--- config.mk ---
export PLATFORM = sky130hd
export DESIGN_NAME = uart_rx_frame_ctrl_flat
export DESIGN_NICKNAME = d
export VERILOG_FILES = /design/src/rtl/uart_rx_frame_ctrl_if.sv /design/src/rtl/uart_rx_frame_ctrl.sv /design/src/flat_wrapper.sv
export SDC_FILE = /design/constraint.sdc
export NUM_CORES = 1
export LEC_CHECK = 0
export CORE_MARGIN = 1.5
export CORE_UTILIZATION = 64
export DETAILED_ROUTE_END_ITERATION = 6
export DONT_BUFFER_PORTS = 1
export GPL_TIMING_DRIVEN = 0
export PLACE_DENSITY = 0.9
export SLEW_MARGIN = 20
export SYNTH_ARGS = -nofsm -noshare
export SYNTH_HDL_FRONTEND = slang
export SYNTH_SLANG_ARGS = --single-unit
--- constraint.sdc ---
create_clock -name clk -period 2.5 [get_ports clk]
set_input_delay 0.5 -clock clk [delete_from_list [all_inputs] [get_ports clk]]
set_output_delay 0.5 -clock clk [all_outputs]
set_load 0.05 [all_outputs]
--- src/rtl/uart_rx_frame_ctrl_if.sv ---
// Byte stream in, verified frame out, for the UART receive path.
// slave = frame controller view, master = host/receiver side.
interface uart_rx_frame_ctrl_if #(
  parameter int ADDR_W = 4
);
  logic [7:0]        rx_data;
  logic              rx_valid;
  logic              frame_valid;
  logic              frame_ack;
  logic [7:0]        frame_cmd;
  logic [7:0]        frame_len;
  logic [ADDR_W-1:0] rd_addr;
  logic [7:0]        rd_data;
  logic              busy;
  logic              err_chk;
  logic              err_len;
  logic              err_overrun;
  logic              err_timeout;

  modport slave (
    input  rx_data, rx_valid, frame_ack, rd_addr,
    output frame_valid, frame_cmd, frame_len, rd_data,
    output busy, err_chk, err_len, err_overrun, err_timeout
  );

  modport master (
    output rx_data, rx_valid, frame_ack, rd_addr,
    input  frame_valid, frame_cmd, frame_len, rd_data,
    input  busy, err_chk, err_len, err_overrun, err_timeout
  );
endinterface

--- src/rtl/uart_rx_frame_ctrl.sv ---
// Frame controller: SOF, LEN, CMD, payload, CHK -> held frame.
// Optional inter-byte timeout: define UART_FRAME_TIMEOUT_EN.
module uart_rx_frame_ctrl #(
  parameter int         MAX_LEN     = 16,
  parameter int         ADDR_W      = 4,
  parameter logic [7:0] SOF         = 8'hAA,
  parameter int         TIMEOUT_CYC = 43400
) (
  input logic                 clk,
  input logic                 rst_n,
  uart_rx_frame_ctrl_if.slave bus
);

  typedef enum logic [2:0] {
    S_IDLE,
    S_LEN,
    S_CMD,
    S_PAY,
    S_CHK,
    S_DONE
  } state_e;

  state_e            state_q, state_d;
  logic [7:0]        len_q, len_d;
  logic [7:0]        cmd_q, cmd_d;
  logic [7:0]        sum_q, sum_d;
  logic [ADDR_W-1:0] idx_q, idx_d;
  logic [7:0]        fcmd_q, fcmd_d;
  logic [7:0]        flen_q, flen_d;
  logic              busy_q;
  logic              err_chk_q, err_chk_d;
  logic              err_len_q, err_len_d;
  logic              err_ovr_q, err_ovr_d;
  logic              err_tmo_q, err_tmo_d;
  logic [7:0]        rd_data_q, rd_data_d;
  logic [7:0]        mem_q [MAX_LEN];
  logic              wr_en;
  logic              timeout_hit;
  logic              in_frame;

  assign in_frame = (state_q == S_LEN) || (state_q == S_CMD) ||
                    (state_q == S_PAY) || (state_q == S_CHK);

`ifdef UART_FRAME_TIMEOUT_EN
  localparam int GAP_W = $clog2(TIMEOUT_CYC);

  logic [GAP_W-1:0] gap_q, gap_d;

  assign timeout_hit = in_frame && !bus.rx_valid &&
                       (gap_q == GAP_W'(TIMEOUT_CYC - 1));

  // Gap counter: runs between bytes of a partial frame only
  always_comb begin
    gap_d = '0;
    if (in_frame && !bus.rx_valid && !timeout_hit)
      gap_d = gap_q + GAP_W'(1);
  end

  // Gap counter register
  always_ff @(posedge clk or negedge rst_n) begin
    if (!rst_n) gap_q <= '0;
    else        gap_q <= gap_d;
  end
`else
  assign timeout_hit = 1'b0;
`endif

  // Next-state, datapath and error pulse decode
  always_comb begin
    state_d   = state_q;
    len_d     = len_q;
    cmd_d     = cmd_q;
    sum_d     = sum_q;
    idx_d     = idx_q;
    fcmd_d    = fcmd_q;
    flen_d    = flen_q;
    err_chk_d = 1'b0;
    err_len_d = 1'b0;
    err_ovr_d = 1'b0;
    err_tmo_d = 1'b0;
    wr_en     = 1'b0;
    unique case (state_q)
      S_IDLE: begin
        if (bus.rx_valid && bus.rx_data == SOF)
          state_d = S_LEN;
      end
      S_LEN: begin
        if (bus.rx_valid) begin
          if (int'(bus.rx_data) > MAX_LEN) begin
            err_len_d = 1'b1;
            state_d   = S_IDLE;
          end else begin
            len_d   = bus.rx_data;
            sum_d   = bus.rx_data;
            idx_d   = '0;
            state_d = S_CMD;
          end
        end
      end
      S_CMD: begin
        if (bus.rx_valid) begin
          cmd_d   = bus.rx_data;
          sum_d   = sum_q + bus.rx_data;
          state_d = (len_q != 8'd0) ? S_PAY : S_CHK;
        end
      end
      S_PAY: begin
        if (bus.rx_valid) begin
          wr_en = 1'b1;
          sum_d = sum_q + bus.rx_data;
          if (8'(idx_q) == len_q - 8'd1) begin
            idx_d   = '0;
            state_d = S_CHK;
          end else begin
            idx_d = idx_q + ADDR_W'(1);
          end
        end
      end
      S_CHK: begin
        if (bus.rx_valid) begin
          if (bus.rx_data == sum_q) begin
            fcmd_d  = cmd_q;
            flen_d  = len_q;
            state_d = S_DONE;
          end else begin
            err_chk_d = 1'b1;
            state_d   = S_IDLE;
          end
        end
      end
      S_DONE: begin
        // An ack releases the frame; a byte in the same cycle
        // is then treated as the first byte after release.
        if (bus.frame_ack) begin
          if (bus.rx_valid && bus.rx_data == SOF) state_d = S_LEN;
          else                                    state_d = S_IDLE;
        end else if (bus.rx_valid) begin
          err_ovr_d = 1'b1;
        end
      end
      default: state_d = S_IDLE;
    endcase
    if (timeout_hit) begin
      err_tmo_d = 1'b1;
      state_d   = S_IDLE;
    end
  end

  // Registered buffer read port, usable in any state
  always_comb begin
    rd_data_d = '0;
    if (int'(bus.rd_addr) < MAX_LEN)
      rd_data_d = mem_q[bus.rd_addr];
  end

  // Control and status registers
  always_ff @(posedge clk or negedge rst_n) begin
    if (!rst_n) begin
      state_q   <= S_IDLE;
      len_q     <= '0;
      cmd_q     <= '0;
      sum_q     <= '0;
      idx_q     <= '0;
      fcmd_q    <= '0;
      flen_q    <= '0;
      busy_q    <= 1'b0;
      err_chk_q <= 1'b0;
      err_len_q <= 1'b0;
      err_ovr_q <= 1'b0;
      err_tmo_q <= 1'b0;
      rd_data_q <= '0;
    end else begin
      state_q   <= state_d;
      len_q     <= len_d;
      cmd_q     <= cmd_d;
      sum_q     <= sum_d;
      idx_q     <= idx_d;
      fcmd_q    <= fcmd_d;
      flen_q    <= flen_d;
      busy_q    <= (state_d != S_IDLE);
      err_chk_q <= err_chk_d;
      err_len_q <= err_len_d;
      err_ovr_q <= err_ovr_d;
      err_tmo_q <= err_tmo_d;
      rd_data_q <= rd_data_d;
    end
  end

  // Payload buffer; stale bytes beyond frame_len are left in place
  always_ff @(posedge clk or negedge rst_n) begin
    if (!rst_n) begin
      for (int i = 0; i < MAX_LEN; i++) mem_q[i] <= '0;
    end else if (wr_en) begin
      mem_q[idx_q] <= bus.rx_data;
    end
  end

  assign bus.frame_valid = (state_q == S_DONE);
  assign bus.frame_cmd   = fcmd_q;
  assign bus.frame_len   = flen_q;
  assign bus.rd_data     = rd_data_q;
  assign bus.busy        = busy_q;
  assign bus.err_chk     = err_chk_q;
  assign bus.err_len     = err_len_q;
  assign bus.err_overrun = err_ovr_q;
  assign bus.err_timeout = err_tmo_q;

endmodule
--- src/flat_wrapper.sv ---
// flat-port wrapper written by rule: the top's interface ports become plain ports
module uart_rx_frame_ctrl_flat 
#(
  parameter int         MAX_LEN     = 16,
  parameter int         ADDR_W      = 4,
  parameter logic [7:0] SOF         = 8'hAA,
  parameter int         TIMEOUT_CYC = 43400
)
  (clk, rst_n, bus_rx_data, bus_rx_valid, bus_frame_ack, bus_rd_addr, bus_frame_valid, bus_frame_cmd, bus_frame_len, bus_rd_data, bus_busy, bus_err_chk, bus_err_len, bus_err_overrun, bus_err_timeout);
  uart_rx_frame_ctrl_if #(.ADDR_W(ADDR_W)) bus_i ();
  input logic clk;
  input logic rst_n;
  input wire logic [$bits(bus_i.rx_data)-1:0] bus_rx_data;
  input wire logic [$bits(bus_i.rx_valid)-1:0] bus_rx_valid;
  input wire logic [$bits(bus_i.frame_ack)-1:0] bus_frame_ack;
  input wire logic [$bits(bus_i.rd_addr)-1:0] bus_rd_addr;
  output wire logic [$bits(bus_i.frame_valid)-1:0] bus_frame_valid;
  output wire logic [$bits(bus_i.frame_cmd)-1:0] bus_frame_cmd;
  output wire logic [$bits(bus_i.frame_len)-1:0] bus_frame_len;
  output wire logic [$bits(bus_i.rd_data)-1:0] bus_rd_data;
  output wire logic [$bits(bus_i.busy)-1:0] bus_busy;
  output wire logic [$bits(bus_i.err_chk)-1:0] bus_err_chk;
  output wire logic [$bits(bus_i.err_len)-1:0] bus_err_len;
  output wire logic [$bits(bus_i.err_overrun)-1:0] bus_err_overrun;
  output wire logic [$bits(bus_i.err_timeout)-1:0] bus_err_timeout;
  assign bus_i.rx_data = bus_rx_data;
  assign bus_i.rx_valid = bus_rx_valid;
  assign bus_i.frame_ack = bus_frame_ack;
  assign bus_i.rd_addr = bus_rd_addr;
  assign bus_frame_valid = bus_i.frame_valid;
  assign bus_frame_cmd = bus_i.frame_cmd;
  assign bus_frame_len = bus_i.frame_len;
  assign bus_rd_data = bus_i.rd_data;
  assign bus_busy = bus_i.busy;
  assign bus_err_chk = bus_i.err_chk;
  assign bus_err_len = bus_i.err_len;
  assign bus_err_overrun = bus_i.err_overrun;
  assign bus_err_timeout = bus_i.err_timeout;
  uart_rx_frame_ctrl #(.MAX_LEN(MAX_LEN), .ADDR_W(ADDR_W), .SOF(SOF), .TIMEOUT_CYC(TIMEOUT_CYC)) u_core (.clk(clk), .rst_n(rst_n), .bus(bus_i));
endmodule
* Yosys cells after proc, flatten, opt, wreduce, memory -nomap -nowiden
Index checks and enable logic that the tools add are counted. W data, S select, Z words.
Operators by class: add/sub/neg operators 3, $lt $le $gt $ge 4, equal/unequal tests 12, multiplexer cells 37, bitwise gates (word level) 3, reductions and logical operators 13
Operators with widths (count):
- $bwmux W128 | 1
- $mux W8 | 6
- $bmux W8 S4 | 1
- $demux W8 S4 | 1
- $mux W3 | 9
- $pmux W3 S6 | 1
- $mux W4 | 4
- $pmux W8 S2 | 1
- $mux W1 | 11
- $ge A5 B5 Y1 const B | 2
- $not A4 Y5 | 2
- $add A8 B8 Y8 | 1
- $eq A4 B8 Y1 | 1
- $eq A8 B8 Y1 | 1
- $eq A8 B8 Y1 const B | 1
- $gt A8 B5 Y1 const B | 1
- $pmux W4 S2 | 1
- $reduce_and A4 Y1 | 2
- $reduce_bool A8 Y1 | 1
- $sub A8 B1 Y8 const B | 1
- $eq A3 B2 Y1 const B | 2
- $eq A3 B3 Y1 const B | 2
- $ne A2 B2 Y1 const B | 3
- $reduce_and A3 Y1 | 2
- 12 further kinds | 14
Word-level totals: register bits after elaboration 187, input bits 16, output and inout port bits 30, logic and storage cells 100

* Longest topological paths before layout
word-level depth 6, gate-level depth with buffers 10, mapped depth without buffers 9

* Worst setup path before layout
No wires, ideal clock.
kind input -> register, start point in bus_rx_data[1], end point reg u_core.sum_q[6], setup time 0.131 ns, data arrival time 2.097 ns, data required time 2.369 ns, path slack 0.272 ns, cell stages on the path 10, buffers on the path 2, cell sequence buf_2 > inv_1 > clkbuf_1 > fa_1 > nor2b_1 > o21a_1 > o21ai_0 > mux2i_1 > a211oi_1 > a21oi_1
Between the ends: longest elaborated chain between the ends 3, elaborated cells between the ends (all ways) 6, those cells by class add/sub: 1; order compare: 1; eq/ne: 1; mux: 2; reduce/logical: 1
Ends and longest elaborated chain:
- from (decl) | RTL line flat_wrapper.sv:13 | input wire logic [$bits(bus_i.rx_data)-1:0] bus_rx_data;
- $add A8 B8 Y8 / $gt A8 B5 Y1 (equally long branches) | RTL line uart_rx_frame_ctrl.sv:103, uart_rx_frame_ctrl.sv:110, uart_rx_frame_ctrl.sv:89
- $mux W8 / $ne A2 B2 Y1 (equally long branches)
- $pmux W8 S2 / $reduce_and A4 Y1 (equally long branches)
- to (signal assigned) | RTL line uart_rx_frame_ctrl.sv:176 | sum_q <= sum_d;
- to (decl) | RTL line uart_rx_frame_ctrl.sv:26 | logic [7:0] sum_q, sum_d;
Parallel ways exist; a longest one is shown, timed or not. The select of a mux whose other input is x is not followed. A chain may end at the register's enable or synchronous reset.

* Final worst setup path
start point reg u_core.len_q[0], end point reg u_core.busy_q (netlist: u_core.bus.busy)
Between the ends: longest elaborated chain between the ends 6, elaborated cells between the ends (all ways) 9, those cells by class add/sub: 1; eq/ne: 1; mux: 5; reduce/logical: 2
Ends and longest elaborated chain:
- from (decl) | RTL line uart_rx_frame_ctrl.sv:24 | logic [7:0] len_q, len_d;
- from (signal assigned) | RTL line uart_rx_frame_ctrl.sv:174 | len_q <= len_d;
- $sub A8 B1 Y8 | RTL line uart_rx_frame_ctrl.sv:111 | if (8'(idx_q) == len_q - 8'd1) begin
- $eq A4 B8 Y1 | RTL line uart_rx_frame_ctrl.sv:111
- $mux W3 | RTL line uart_rx_frame_ctrl.sv:111
- $mux W3 | RTL line uart_rx_frame_ctrl.sv:108 | if (bus.rx_valid) begin
- $pmux W3 S6 (*) | RTL line uart_rx_frame_ctrl.sv:82 | unique case (state_q)
- $reduce_bool A3 Y1 (*) | RTL line uart_rx_frame_ctrl.sv:180 | busy_q <= (state_d != S_IDLE);
- to (signal assigned) | RTL line uart_rx_frame_ctrl.sv:180
- to (decl) | RTL line uart_rx_frame_ctrl.sv:30 | logic busy_q;
Every way passes the cells marked *; elsewhere a longest branch is shown, timed or not.

==> impl_metrics.env <==
export IMPL_outcome="complete, but fails checks"
export IMPL_violations="hold timing"
export IMPL_diodes=0
export IMPL_rsz0062_at_grt="false"
export IMPL_track_usage_pct=28.9
export IMPL_grt_pass1_wl_mm=30.8
export IMPL_dp_slack_ns=-0.163
export IMPL_core_area_um2=13200
export IMPL_period_minus_slack_ns=2.45
export IMPL_r2r_start="u_core.len_q[0]"
export IMPL_netlist_top_cell_by_area="dfrtp_1"
export IMPL_ff2ff_setup_slack_ns=0.05
export IMPL_vias=5490
export IMPL_dp_cells=799
export IMPL_setup_ws_ns=0.0545
export IMPL_drive_gt1_share_pct=36.1
export IMPL_yosys_area_share_adder_pct=1.96
export IMPL_crit_start="u_core.len_q[0]"
export IMPL_firstDrtPassIters=7
export IMPL_synth_top_cell_area_share_pct=54.0
export IMPL_synthesis_area_um2=8660
export IMPL_grt_pass1_vias=5700
export IMPL_finalMaxSlewViolations=0
export IMPL_gp_congestion=0.964
export IMPL_cts_buffers=17
export IMPL_cts_tree="built"
export IMPL_cp_end_kind="flop"
export IMPL_worst_clock_skew_ns=0.00727
export IMPL_ioPinCount=46
export IMPL_synthMuxAreaShare_pct=29.1
export IMPL_slowest_stage="or4b_1"
export IMPL_path_cells="inv_1 -> ha_1 -> nand2b_1 -> o21bai_1 -> a31oi_1 -> nand3_2 -> o21ai_1 -> or4b_1"
export IMPL_maxCapViolations=0
export IMPL_final_cells=830
export IMPL_worstSetupEndpoint="u_core.bus.busy"
export IMPL_syn_inst=623
export IMPL_nets=671
export IMPL_clockBufferDepth=2
export IMPL_multi_input_area_um2=3760
export IMPL_worstPathArrival_ns=2.75
export IMPL_drt_wl_total_mm=19.2
export IMPL_p_per_area_nw_per_um2=623
export IMPL_timing_fmax_mhz=409
export IMPL_grt_max_degree=188
export IMPL_die_area_um2=14200
export IMPL_drcViolationCount=0
export IMPL_yosysWarningCount=0
export IMPL_ys_top_cells_by_count="dfrtp_1, mux2_2, mux4_2"
export IMPL_setup_tns_ns=0
export IMPL_clock_sinks=187
export IMPL_yosys_area_share_simple_pct=6.66
export IMPL_rows=42
export IMPL_antenna_found_initial=0
export IMPL_dp_hpwl_mm=12.3
export IMPL_seq_area_um2=4680
export IMPL_asyncSetResetFlopFracSynth_pct=100
export IMPL_path_buf_inv=1
export IMPL_die_width_um=119
export IMPL_yosys_top_cells_area="dfrtp_1, mux2_2, mux4_2"
export IMPL_htreeDepth=4
export IMPL_vias_per_cell=6.61
export IMPL_slowest_delay_ns=0.46
export IMPL_post_cts_buffers=0
export IMPL_crit_family="simple AND/OR/NAND/NOR gates"
export IMPL_synth_compound_area_share_pct=4.74
export IMPL_path_max_fanout=5
export IMPL_wl_per_cell_um=23.2
export IMPL_reg2reg_to="u_core.bus.busy"
export IMPL_cellLeakagePower_nw=4.58
export IMPL_synth_seq_area_share_pct=54.0
export IMPL_hold_path_class="in -> async"
export IMPL_path_clk_slew_ns=0.06
export IMPL_grt_overflow_total=0
export IMPL_synth_top_family_by_area="multiplexers"
export IMPL_hold_viol_final=187
export IMPL_ir_worst_vdd_mv=0.517
export IMPL_ant_nets=0
export IMPL_setup_viol=0
export IMPL_synthXorXnorAreaFrac_pct=0.910
export IMPL_reg2reg_depth=8
export IMPL_required_ns=2.80
export IMPL_area_growth_pct=9.26
export IMPL_fin_crit_sh_pct=97.8
export IMPL_ys_types=55
export IMPL_synthFlopType="dfrtp_1"
export IMPL_cp_depth=8
export IMPL_root_buffer="clkbuf_16"
export IMPL_cp_start_kind="flop"
export IMPL_synthesis_nets=652
export IMPL_critPathKind="reg -> reg"
export IMPL_cts_resized_gates=0
export IMPL_drtIter0Drc=500
export IMPL_synth_seq_cells=187
export IMPL_die_height_um=119
export IMPL_maxSlewHeadroom_pct=40.8
export IMPL_hold_slack_ns=-0.240
export IMPL_synth_most_common_cell="dfrtp_1"
export IMPL_port_buffers=0
export IMPL_num_fill_cells=820
export IMPL_avgSynthCellArea_um2=13.9
export IMPL_worstMarginPinSlew_ns=0.888
export IMPL_clkLatencyLatePin_ns=0.44
export IMPL_initial_core_util_pct=65.4
export IMPL_synth_edf_count=0
==> flip-flops by register name (all words and copies together), names as in the netlist, 3 cells and up <==
register	count
u_core.state_q	3
u_core.mem_q	128
u_core.idx_q	4
u_core.cmd_q	8
u_core.bus.frame_len	8
u_core.bus.frame_cmd	8
u_core.len_q	8
u_core.bus.rd_data	8
u_core.sum_q	8
==> per-layer routing <==
metal / share of wire, % / wire, µm / global-route usage, % / vias up
met2: 51 / 9780 / 47.2 / 260
met4: 3.3 / 644 / 11.8 / 0
li1: - / - / - / 2296
met1: 40 / 7740 / 37.6 / 2878
met3: 5.5 / 1060 / 6.90 / 56
met5: 0 / 0 / 0 / -
==> worst min-delay path by stage <==
| stage | to | from | cells past startpoint | slack, ns |
|---|---|---|---|---|
| 3_3_place_gp | u_core.mem_q[13] | rst_n | 0 | 0.21 |
| 2_1_floorplan | u_core.bus.busy | rst_n | 0 | 0.20 |
| 4_1_cts | u_core.bus.rd_data[2] | rst_n | 0 | -0.25 |
| 5_1_grt | u_core.mem_q[62] | rst_n | 0 | -0.26 |
| 6_report | u_core.mem_q[13] | rst_n | 0 | -0.24 |
| 3_5_place_dp | u_core.mem_q[13] | rst_n | 0 | 0.21 |
==> cell families (layout without fill, tap and decap cells) <==
| family | Yosys count | in the layout |
|---|---|---|
| xor gates and xnor gates | 9 | 9 |
| AOI/OAI and AO/OA | 66 | 66 |
| buffers and inverters | 53 | 84 |
| muxes | 184 | 184 |
| other | 1 | 1 |
| DFF | 187 | 187 |
| and+or+nand+nor | 110 | 110 |
| adders and majority gates | 13 | 13 |
==> area by class of cell <==
type | instances | area share (%)
multi-input combinational | 383 | 39.7
inverter | 14 | 0.555
tap | 176 | 2.33
clock buffer | 25 | 5.23
buffer | 39 | 1.82
sequential | 187 | 49.4
clock inverter | 6 | 0.912
==> per-stage QoR <==
stage	utilization [%]	instance area (µm²)	total power, W
2_1_floorplan	-	8660	0.00323
6_report	71.5	9470	0.00590
3_3_place_gp	67.1	8880	0.00327
3_5_place_dp	67.1	8880	0.00328
5_1_grt	71.5	9470	0.00607
4_1_cts	71.5	9470	0.00591
==> placed cells by master, fill, tap and decap left out, drive strengths merged, types with 3 or more instances in the layout <==
cell type / netlist / routed
o21bai: 4 / 4
mux2: 142 / 142
xnor2: 6 / 6
o211ai: 3 / 3
nor3: 11 / 11
and2: 7 / 7
xor2: 3 / 3
mux4: 40 / 40
clkinv: 0 / 3
a211oi: 3 / 3
nand2: 41 / 41
ha: 12 / 12
nand2b: 5 / 5
nor2: 16 / 16
o21ai: 30 / 30
nand3: 12 / 12
buf: 15 / 15
clkbuf: 24 / 49
dfrtp: 187 / 187
inv: 14 / 14
a21oi: 12 / 12
nor2b: 7 / 7
==> report_power, final <==
part           internal (W)  switching, W  leakage [nW]
registers           0.00303    0.00000564          2.60
logic             0.0000671      0.000126          1.69
clock network       0.00157       0.00110         0.283
No activity file was read; power rests on OpenSTA's default activity.
